--- config.mk ---
export PLATFORM = sky130hd
export DESIGN_NAME = piso_tx_arbiter
export DESIGN_NICKNAME = d
export VERILOG_FILES = /design/src/rtl/piso_tx_arbiter.sv
export SDC_FILE = /design/constraint.sdc
export NUM_CORES = 1
export LEC_CHECK = 0
export BUFFER_PORTS_ARGS = -buffer_cell sky130_fd_sc_hd__buf_2
export CAP_MARGIN = 15
export CELL_PAD_IN_SITES_DETAIL_PLACEMENT = 0
export CELL_PAD_IN_SITES_GLOBAL_PLACEMENT = 1
export CORE_MARGIN = 2
export CORE_UTILIZATION = 33
export CTS_CLUSTER_SIZE = 14
export DETAILED_ROUTE_END_ITERATION = 6
export PLACE_DENSITY_LB_ADDON = 0.2
export SYNTH_ARGS = -nofsm -noshare
export SYNTH_HDL_FRONTEND = slang
export SYNTH_SLANG_ARGS = --single-unit
--- constraint.sdc ---
create_clock -name clk -period 3.25 [get_ports clk]
set_input_delay 0.1625 -clock clk [delete_from_list [all_inputs] [get_ports clk]]
set_output_delay 0.1625 -clock clk [all_outputs]
set_load 0.05 [all_outputs]
--- src/rtl/piso_tx_arbiter.sv ---
// piso_tx_arbiter: round-robin arbiter sharing one LSB-first PISO shifter among NREQ word sources.
// Ports: clk/rst (sync, active-high); req_valid/req_data/req_ready per-requester word handshake;
// ser_out/ser_valid/ser_ready serial bit handshake; ser_first/ser_last frame markers;
// grant_id owner of the current frame; busy frame in progress.
module piso_tx_arbiter #(
    parameter int N    = 4,
    parameter int NREQ = 2
) (
    input  logic                      clk,
    input  logic                      rst,
    input  logic [NREQ-1:0]           req_valid,
    input  logic [NREQ*N-1:0]         req_data,
    output logic [NREQ-1:0]           req_ready,
    output logic                      ser_out,
    output logic                      ser_valid,
    input  logic                      ser_ready,
    output logic                      ser_first,
    output logic                      ser_last,
    output logic [$clog2(NREQ)-1:0]   grant_id,
    output logic                      busy
);
    localparam int GW = $clog2(NREQ);
    localparam int BW = $clog2(N);

    typedef enum logic {IDLE, SHIFT} state_t;

    state_t          state, state_n;
    logic [N-1:0]    shreg, shreg_n;
    logic [BW-1:0]   bcnt, bcnt_n;
    logic [GW-1:0]   ptr, ptr_n, gid_n;
    logic [GW-1:0]   w, w_lo, w_hi;
    logic [NREQ-1:0] hi;
    logic            last, ld;

    // Winner: lowest valid index at or above ptr, else lowest valid index overall (wrap).
    always_comb begin
        hi   = req_valid & ({NREQ{1'b1}} << ptr);
        w_lo = '0;
        w_hi = '0;
        for (int i = NREQ - 1; i >= 0; i--) begin
            if (req_valid[i]) w_lo = GW'(i);
            if (hi[i]) w_hi = GW'(i);
        end
        w = |hi ? w_hi : w_lo;
    end

    assign last      = (state == SHIFT) && (bcnt == BW'(N - 1));
    assign ld        = |req_valid && (state == IDLE || (last && ser_ready));
    assign req_ready = ld ? (NREQ'(1) << w) : '0;
    assign ser_out   = shreg[0];
    assign ser_valid = (state == SHIFT);
    assign busy      = ser_valid;
    assign ser_first = (state == SHIFT) && (bcnt == '0);
    assign ser_last  = last;

    always_comb begin
        state_n = state;
        shreg_n = shreg;
        bcnt_n  = bcnt;
        ptr_n   = ptr;
        gid_n   = grant_id;
        if (ld) begin
            state_n = SHIFT;
            shreg_n = req_data[w*N +: N];
            bcnt_n  = '0;
            gid_n   = w;
            ptr_n   = (w == GW'(NREQ - 1)) ? '0 : w + 1'b1;
        end else if (state == SHIFT && ser_ready) begin
            if (last) begin
                state_n = IDLE;
            end else begin
                shreg_n = {1'b0, shreg[N-1:1]};
                bcnt_n  = bcnt + 1'b1;
            end
        end
    end

    always_ff @(posedge clk) begin
        if (rst) begin
            state    <= IDLE;
            shreg    <= '0;
            bcnt     <= '0;
            ptr      <= '0;
            grant_id <= '0;
        end else begin
            state    <= state_n;
            shreg    <= shreg_n;
            bcnt     <= bcnt_n;
            ptr      <= ptr_n;
            grant_id <= gid_n;
        end
    end
endmodule

==> results.sh, run 1 <==
export IMPL_status="finished clean"
export IMPL_clk_transition_reported_paths_ps=60
export IMPL_period_minus_slack_ps=1750
export IMPL_antenna_found_initial=0
export IMPL_portBuffers=20
export IMPL_crit_arrival_ps=1590
export IMPL_cts_setup_buffers=0
export IMPL_htree_levels=1
export IMPL_crit_type="reg -> out"
export IMPL_ys_async_sr_fraction=0
export IMPL_final_setup_worst_slack_ps=1500
export IMPL_end_kind="primary output"
export IMPL_die_area_um2=1830
export IMPL_crit_start="bcnt[1]"
export IMPL_drv_slew=0
export IMPL_rsz0062_at_grt="no"
export IMPL_worstMarginPinSlew_ps=410
export IMPL_coreArea_um2=1350
export IMPL_synth_edff_count=0
export IMPL_synth_common_cells="dfxtp_1, nand2_1, nor2_1, inv_1, a221oi_1"
export IMPL_r2r_start="bcnt[0]"
export IMPL_p_leak_nw=0.285
export IMPL_via_count=453
export IMPL_slowest_stage="dfxtp_1"
export IMPL_final_antenna_net_count=0
export IMPL_whs_ps=142
export IMPL_syn_inst=61
export IMPL_cts_tree="done"
export IMPL_track_usage=0.130
export IMPL_grt_overflow=0
export IMPL_instances_no_fill=95
export IMPL_cp_start_kind="register"
export IMPL_fmax_ghz=0.570
export IMPL_path_max_fanout=6
export IMPL_ctsHoldBuffers=0
export IMPL_finalHoldViolCount=0
export IMPL_syn_area_per_cell_um2=8.14
export IMPL_crit_chain="ha_1, a21bo_4, and3_1, buf_2"
export IMPL_start_util=0.368
export IMPL_diodes=0
export IMPL_dp_slack_ps=1650
export IMPL_insertion_delay_ps=260
export IMPL_wl_per_cell_um=10.7
export IMPL_first_iter_violations=7
export IMPL_worst_ep_required_time_ps=3090
export IMPL_ys_ff_latch=9
export IMPL_synthFlopType="dfxtp_1"
export IMPL_post_route_period_util=0.540
export IMPL_place_hpwl_um=826
export IMPL_cts_root_buf="clkbuf_4"
export IMPL_grt_pass1_vias=412
export IMPL_via_per_inst=4.77
export IMPL_cts_sinks=9
export IMPL_cts_repair_resized=0
export IMPL_ir_drop_mv=0.199
export IMPL_cts_buffers=3
export IMPL_drt_pass1_iterations=2
export IMPL_worst_path_buf_inv=1
export IMPL_max_slew_margin=0.726
export IMPL_yosysMostFrequentCell="dfxtp_1"
export IMPL_row_count=13
export IMPL_synth_top_area_frac=0.363
export IMPL_die_h_um=42.8
export IMPL_grt_max_degree=10
export IMPL_synth_fp_nets=76
export IMPL_clk_path_buf_depth=2
export IMPL_min_from="req_data[2]"
export IMPL_ys_warn_count=0
export IMPL_crit_family="flip-flops"
export IMPL_gp_congestion=0.712
export IMPL_syn_area_um2=497
export IMPL_die_w_um=42.8
export IMPL_hp_class="in -> reg"
export IMPL_drc=0
export IMPL_setup_viol=0
export IMPL_fin_setup_tns_ps=0
export IMPL_ys_types=27
export IMPL_slowest_delay_ps=350
export IMPL_nets=96
export IMPL_power_density_nw_per_um2=462
export IMPL_drv_cap=0
export IMPL_finClkSkew_ps=3.41
export IMPL_num_io_pins=21
export IMPL_drive_above_1_share=0.325
export IMPL_drt_total_wl_um=1020
export IMPL_dp_cells=91
export IMPL_area_delta_synth_final_pct=22.9
export IMPL_synthTopCellsByArea="dfxtp_1, a221oi_1, nand2_1"
export IMPL_grt_pass1_wl_um=1760
export IMPL_seq_area_frac_synth=0.363
export IMPL_synth_top_area_cell="dfxtp_1"
## worst reg2reg max path, stage by stage, from the launching register on
cell      delay, ps
dfxtp_1         320
ha_1            230
nor2b_1         350
o22ai_1         210
a221oi_1        260
a211oi_1        110
## flip-flops by register name (all words and copies together) (netlist names)
register / flops
bcnt: 2
busy: 1
grant_id: 1
ptr: 1
shreg: 4
## cell type report
cell class / count / area [µm²]
clock buffer: 4 / 26.3
fill: 162 / 739
inverter: 5 / 18.8
multi-input combinational: 42 / 267
sequential: 9 / 180
tap: 15 / 18.8
timing repair buffer: 20 / 100
## power by group
part	total [mW]	switching (mW)	internal [mW]
Combinational	0.0722	0.0468	0.0255
Clock	0.0864	0.0391	0.0473
Sequential	0.123	0.00488	0.118
Total	0.282	0.0907	0.191
## metal layers
metal  share of wire  wire (µm)  track usage  vias up
met5               0          0            0        -
met4               0          0       0.0375        0
met3           0.074         76       0.0723        0
met2            0.43        442        0.188       14
met1            0.49        502        0.164      192
li1                -          -            -      247
## cells in the final DEF (no fill, tap or decap), types with 2 or more instances in the layout
cell,n
buf_2,20
dfxtp_1,9
a21oi_1,3
o21ai_0,2
a211oi_1,3
inv_1,5
nor2_1,6
and2_1,2
a221oi_1,4
nand2_1,8
clkbuf_4,3
ha_1,2
## logic make-up after synthesis
group           Yosys count  synth area share
compound gates           16             0.244
xor+xnor                  1            0.0176
fa+ha+maj                 2            0.0504
buf+inv                  10             0.101
flops                     9             0.363
simple gates             23             0.224
## worst paths after layout
check | end | slack, ps | cells past startpoint
max | req_ready[0] | 1500 | 4
min | shreg[2] | 140 | 3
max reg2reg | shreg[1] | 1660 | 5
min reg2reg | grant_id | 470 | 2
## metrics by stage
stage	instance area, µm²	power [mW]	utilization
after global placement	584	0.199	0.433
final	611	0.282	0.452
after CTS	611	0.287	0.452
after detailed placement	584	0.199	0.433
after floorplan	497	0.182	-
after global routing	611	0.300	0.452
(Power assumes the default switching activity.)
==> inputs of run 2 (changes only) <==
--- a/config.mk
+++ b/config.mk
@@ -10,7 +10,7 @@
 export CELL_PAD_IN_SITES_DETAIL_PLACEMENT = 0
 export CELL_PAD_IN_SITES_GLOBAL_PLACEMENT = 1
 export CORE_MARGIN = 2
-export CORE_UTILIZATION = 33
+export CORE_UTILIZATION = 31
 export CTS_CLUSTER_SIZE = 14
 export DETAILED_ROUTE_END_ITERATION = 6
 export PLACE_DENSITY_LB_ADDON = 0.2
==> constraint.sdc (replaced) <==
create_clock -name clk -period 1.7 [get_ports clk]
set_input_delay 0.085 -clock clk [delete_from_list [all_inputs] [get_ports clk]]
set_output_delay 0.085 -clock clk [all_outputs]
set_load 0.05 [all_outputs]
==> results.sh, run 2 (synthesis gave the netlist of run 1 again) <==
export IMPL_status="finished clean"
export IMPL_r2r_slack_ps=170
export IMPL_end_kind="primary output"
export IMPL_r2r_start="bcnt[1]"
export IMPL_power_density_nw_per_um2=875
export IMPL_clk_path_buf_depth=2
export IMPL_die_h_um=44.0
export IMPL_via_per_inst=5.04
export IMPL_max_slew_margin=0.743
export IMPL_drv_cap=0
export IMPL_crit_type="reg -> out"
export IMPL_drv_slew=0
export IMPL_drt_pass1_iterations=4
export IMPL_num_io_pins=21
export IMPL_final_antenna_net_count=0
export IMPL_track_usage=0.126
export IMPL_crit_arrival_ps=1520
export IMPL_reg_top3="shreg x4, bcnt x2"
export IMPL_row_count=14
export IMPL_fmax_ghz=0.622
export IMPL_wl_per_cell_um=11.3
export IMPL_grt_max_degree=10
export IMPL_hold_path_endpoint="shreg[2]"
export IMPL_final_util=0.416
export IMPL_final_common_cell="buf_2"
export IMPL_portBuffers=20
export IMPL_drive_above_1_share=0.358
export IMPL_cp_start_kind="register"
export IMPL_die_w_um=44.0
export IMPL_largest_reg_flops=4
export IMPL_diodes=0
export IMPL_min_from="req_data[2]"
export IMPL_min_path_cells=3
export IMPL_ir_drop_mv=0.462
export IMPL_period_minus_slack_ps=1610
export IMPL_setup_viol=0
export IMPL_grt_pass1_vias=436
export IMPL_htree_levels=1
export IMPL_first_iter_violations=19
export IMPL_antenna_found_initial=0
export IMPL_reg2regPathDepth=5
export IMPL_drc=0
export IMPL_hp_class="in -> reg"
export IMPL_p_leak_nw=0.290
export IMPL_dp_slack_ps=170
export IMPL_worst_ep_required_time_ps=1620
export IMPL_slowest_stage="dfxtp_1"
export IMPL_finalHoldViolCount=0
export IMPL_clk_transition_reported_paths_ps=70
export IMPL_fin_setup_tns_ps=0
export IMPL_layout_common_cells="buf_2, nand2_1, dfxtp_1, nor2_1, inv_1"
export IMPL_grt_pass1_wl_um=1830
export IMPL_crit_chain="ha_1, a21bo_4, and3_2, clkbuf_4"
export IMPL_cts_setup_buffers=0
export IMPL_nets=97
export IMPL_slowest_delay_ps=330
export IMPL_place_hpwl_um=817
export IMPL_finClkSkew_ps=3.72
export IMPL_worst_path_buf_inv=1
export IMPL_insertion_delay_ps=260
export IMPL_drt_total_wl_um=1090
export IMPL_cts_sinks=9
export IMPL_crit_family="flip-flops"
export IMPL_rsz0062_at_grt="no"
export IMPL_cts_root_buf="clkbuf_4"
export IMPL_worstMarginPinSlew_ps=386
export IMPL_cts_tree="done"
export IMPL_r2r_end="shreg[3]"
export IMPL_path_max_fanout=6
export IMPL_via_count=489
export IMPL_final_setup_worst_slack_ps=92.8
export IMPL_post_route_period_util=0.945
export IMPL_worst_path_stages=4
export IMPL_grt_overflow=0
export IMPL_area_delta_synth_final_pct=26.2
export IMPL_regMostFlops="shreg"
export IMPL_start_util=0.330
export IMPL_die_area_um2=1940
export IMPL_gp_congestion=0.696
export IMPL_coreArea_um2=1510
export IMPL_cts_buffers=3
-- run 2: power by group --
part           total [mW]  leakage (nW)  internal (mW)  switching [mW]
sequential          0.235        0.0746          0.226         0.00910
combinational       0.143         0.201         0.0522          0.0913
clock               0.170        0.0150         0.0906          0.0791
total               0.548         0.290          0.369           0.179
-- run 2: final cells by class --
class                   instances  area, µm²
inverters                       5       18.8
fillers                       165        880
flip-flops and latches          9        184
multi-input cells              42        268
clock buffers                   4       26.3
repair buffers                 21        110
well taps                      16       20.0
-- run 2: worst max-delay path by stage --
stage               startpoint      endpoint  slack, ps
global placement       bcnt[1]      shreg[3]        180
CTS                    bcnt[1]  req_ready[0]          9
detailed placement     bcnt[0]      shreg[3]        170
global route           bcnt[1]  req_ready[0]         30
floorplan              bcnt[0]      shreg[3]         20
finish                 bcnt[1]  req_ready[0]         90
-- run 2: through the flow --
stage               area [µm²]  power (mW)  instances  hold WS (ps)
finish                     627       0.548         97          59.8
global route               627       0.575         97          73.7
CTS                        623       0.551         97          62.8
detailed placement         597       0.382         93           337
global placement           597       0.383         93           337
floorplan                  500       0.348         61           226
-- run 2: layer usage --
metal / wire length (µm) / GRT usage / vias up / part of all wire
met2: 480 / 0.191 / 19 / 0.44
met4: 15 / 0.0909 / 0 / 0.014
met3: 68 / 0.0163 / 2 / 0.062
li1: - / - / 247 / -
met1: 528 / 0.164 / 221 / 0.48
met5: 0 / 0 / - / 0
-- run 2: what timing repair did --
| item | 4_1_cts | 5_1_grt |
|---|---|---|
| gates resized for setup | 0 | 2 |
| setup endpoints to repair | 0 | 1 |
| hold buffers | 0 | 0 |
-- run 2: tightest hold or removal path: cells and delay by family --
family	cells	cell delay, ps
AND/OR/NAND/NOR	1	40
buffers and inverters	1	90
AO/OA/AOI/OAI	1	50
==> inputs of run 3 (changes only) <==
--- a/config.mk
+++ b/config.mk
@@ -5,6 +5,7 @@
 export SDC_FILE = /design/constraint.sdc
 export NUM_CORES = 1
 export LEC_CHECK = 0
+export ABC_AREA = 1
 export BUFFER_PORTS_ARGS = -buffer_cell sky130_fd_sc_hd__buf_2
 export CAP_MARGIN = 15
 export CELL_PAD_IN_SITES_DETAIL_PLACEMENT = 0
==> results.sh, run 3 <==
export IMPL_wl_per_cell_um=8.51
export IMPL_cts_tree="done"
export IMPL_cts_root_buf="clkbuf_4"
export IMPL_grt_pass1_wl_um=1770
export IMPL_period_minus_slack_ps=1570
export IMPL_worstMarginPinSlew_ps=300
export IMPL_regMostFlops="shreg"
export IMPL_cts_setup_buffers=0
export IMPL_p_leak_nw=0.424
export IMPL_ys_warn_count=0
export IMPL_die_w_um=47.0
export IMPL_ys_ff_latch=9
export IMPL_gp_congestion=0.758
export IMPL_crit_type="reg -> out"
export IMPL_r2r_start="bcnt[1]"
export IMPL_place_hpwl_um=979
export IMPL_num_io_pins=21
export IMPL_start_util=0.332
export IMPL_hp_class="in -> reg"
export IMPL_synth_top_area_cell="dfxtp_1"
export IMPL_area_delta_synth_final_pct=26.9
export IMPL_synthFlopType="dfxtp_1"
export IMPL_syn_area_um2=573
export IMPL_r2r_end="shreg[1]"
export IMPL_fin_setup_tns_ps=0
export IMPL_fmax_ghz=0.637
export IMPL_cp_start_kind="register"
export IMPL_status="finished clean"
export IMPL_clk_path_buf_depth=2
export IMPL_syn_inst=91
export IMPL_rsz0062_at_grt="no"
export IMPL_track_usage=0.117
export IMPL_cts_buffers=3
export IMPL_die_h_um=47.0
export IMPL_via_per_inst=4.22
export IMPL_portBuffers=20
export IMPL_sw_frac_of_total=0.346
export IMPL_insertion_delay_ps=260
export IMPL_comb_power_share=0.290
export IMPL_ir_drop_mv=0.301
export IMPL_switchingPower_mw=0.195
export IMPL_grt_max_degree=10
export IMPL_finalHoldViolCount=0
export IMPL_yosysMostFrequentCell="inv_1"
export IMPL_fillerInstances=199
export IMPL_p_int_mw=0.368
export IMPL_final_antenna_net_count=0
export IMPL_grt_pass1_vias=457
export IMPL_synth_fp_nets=106
export IMPL_finClkSkew_ps=1.19
export IMPL_final_util=0.421
export IMPL_worst_ep_required_time_ps=1620
export IMPL_ys_async_sr_fraction=0
export IMPL_end_kind="primary output"
export IMPL_crit_start="bcnt[1]"
export IMPL_reg_top3="shreg x4, bcnt x2"
export IMPL_drv_slew=0
export IMPL_htree_levels=1
export IMPL_drive_above_1_share=0.283
export IMPL_coreArea_um2=1730
export IMPL_setup_viol=0
export IMPL_nets=129
export IMPL_power_density_nw_per_um2=774
export IMPL_r2r_slack_ps=490
export IMPL_clkPwrFrac=0.293
export IMPL_reg2regPathDepth=9
export IMPL_drt_total_wl_um=1170
export IMPL_first_iter_violations=3
export IMPL_path_max_fanout=9
export IMPL_drc=0
export IMPL_seq_area_frac_synth=0.314
export IMPL_via_count=583
export IMPL_die_area_um2=2210
export IMPL_drv_cap=0
export IMPL_syn_area_per_cell_um2=6.30
export IMPL_post_route_period_util=0.924
export IMPL_crit_end="req_ready[0]"
export IMPL_pwr_share_seq=0.417
export IMPL_ys_types=17
export IMPL_synth_top_area_frac=0.314
export IMPL_whs_ps=92.1
export IMPL_drt_pass1_iterations=5
export IMPL_synthTopCellsByArea="dfxtp_1, inv_1, nand2_1"
export IMPL_synth_edff_count=0
export IMPL_max_slew_margin=0.799
export IMPL_layout_common_cells="inv_1, nand2_1, buf_2, dfxtp_1, nand3_1"
export IMPL_diodes=0
export IMPL_antenna_found_initial=0
export IMPL_final_common_cell="inv_1"
export IMPL_clk_transition_reported_paths_ps=60
export IMPL_cts_sinks=9
export IMPL_crit_arrival_ps=1490
export IMPL_largest_reg_flops=4
export IMPL_grt_overflow=0
export IMPL_synth_common_cells="inv_1, nand2_1, dfxtp_1, nand3_1, a21oi_1"
export IMPL_min_path_cells=2
export IMPL_row_count=15
[run 3: layout make-up]
| type | count | area (µm²) | area share |
|---|---|---|---|
| Inverter | 24 | 90.1 | 0.124 |
| Timing Repair Buffer | 20 | 103 | 0.141 |
| Multi-Input combinational cell | 56 | 297 | 0.408 |
| Clock buffer | 4 | 26.3 | 0.0361 |
| Sequential cell | 9 | 180 | 0.248 |
| Tap cell | 25 | 31.3 | 0.0430 |
[run 3: layer usage]
metal  routed length, µm  up-vias  track usage
li1                    -      319            -
met2                 521       16        0.178
met5                   0        -            0
met3                  67        2       0.0692
met4                  10        0       0.0333
met1                 575      246        0.141
[run 3: cell families after synthesis]
group,share of synthesized area
compound gates,0.0873
xor+xnor,0.0153
fa+ha+maj,0.0437
buf+inv,0.177
flops,0.314
simple gates,0.362
[run 3: what timing repair did]
action / 4_1_cts / 5_1_grt
hold buffers: 0 / 0
resized for setup: 0 / 2
endpoints found under the setup margin: 0 / 1
[run 3: how the worst min path moves through the flow]
| stage | from | to | slack, ps |
|---|---|---|---|
| 2_1_floorplan | req_valid[0] | busy | 270 |
| 3_3_place_gp | rst | shreg[3] | 380 |
| 3_5_place_dp | rst | shreg[3] | 380 |
| 4_1_cts | rst | shreg[3] | 90 |
| 5_1_grt | rst | shreg[3] | 110 |
| 6_report | rst | shreg[3] | 90 |
[run 3: critical path, cell delays in order, from the launching register on]
cell and delay, ps:
dfxtp_1 350, ha_1 190, nand2_1 100, nand2_4 110, nand2_2 70, inv_1 70
nand2_1 60, inv_1 60, clkbuf_4 220
[run 3: per-stage QoR]
stage / instance area (µm²) / total power [mW] / instances / setup slack [ps]
CTS: 719 / 0.574 / 138 / 62.6
finish: 727 / 0.563 / 138 / 130
detailed placement: 693 / 0.402 / 134 / 361
global route: 727 / 0.604 / 138 / 22.3
floorplan: 573 / 0.362 / 91 / 249
global placement: 693 / 0.402 / 134 / 387
[run 3: power groups by stage]
stage	combinational [mW]	clock [mW]	sequential, mW
6_report	0.163	0.165	0.235
5_1_grt	0.180	0.187	0.237
4_1_cts	0.163	0.176	0.235
3_3_place_gp	0.163	0	0.239
3_5_place_dp	0.163	0	0.239
2_1_floorplan	0.104	0	0.258
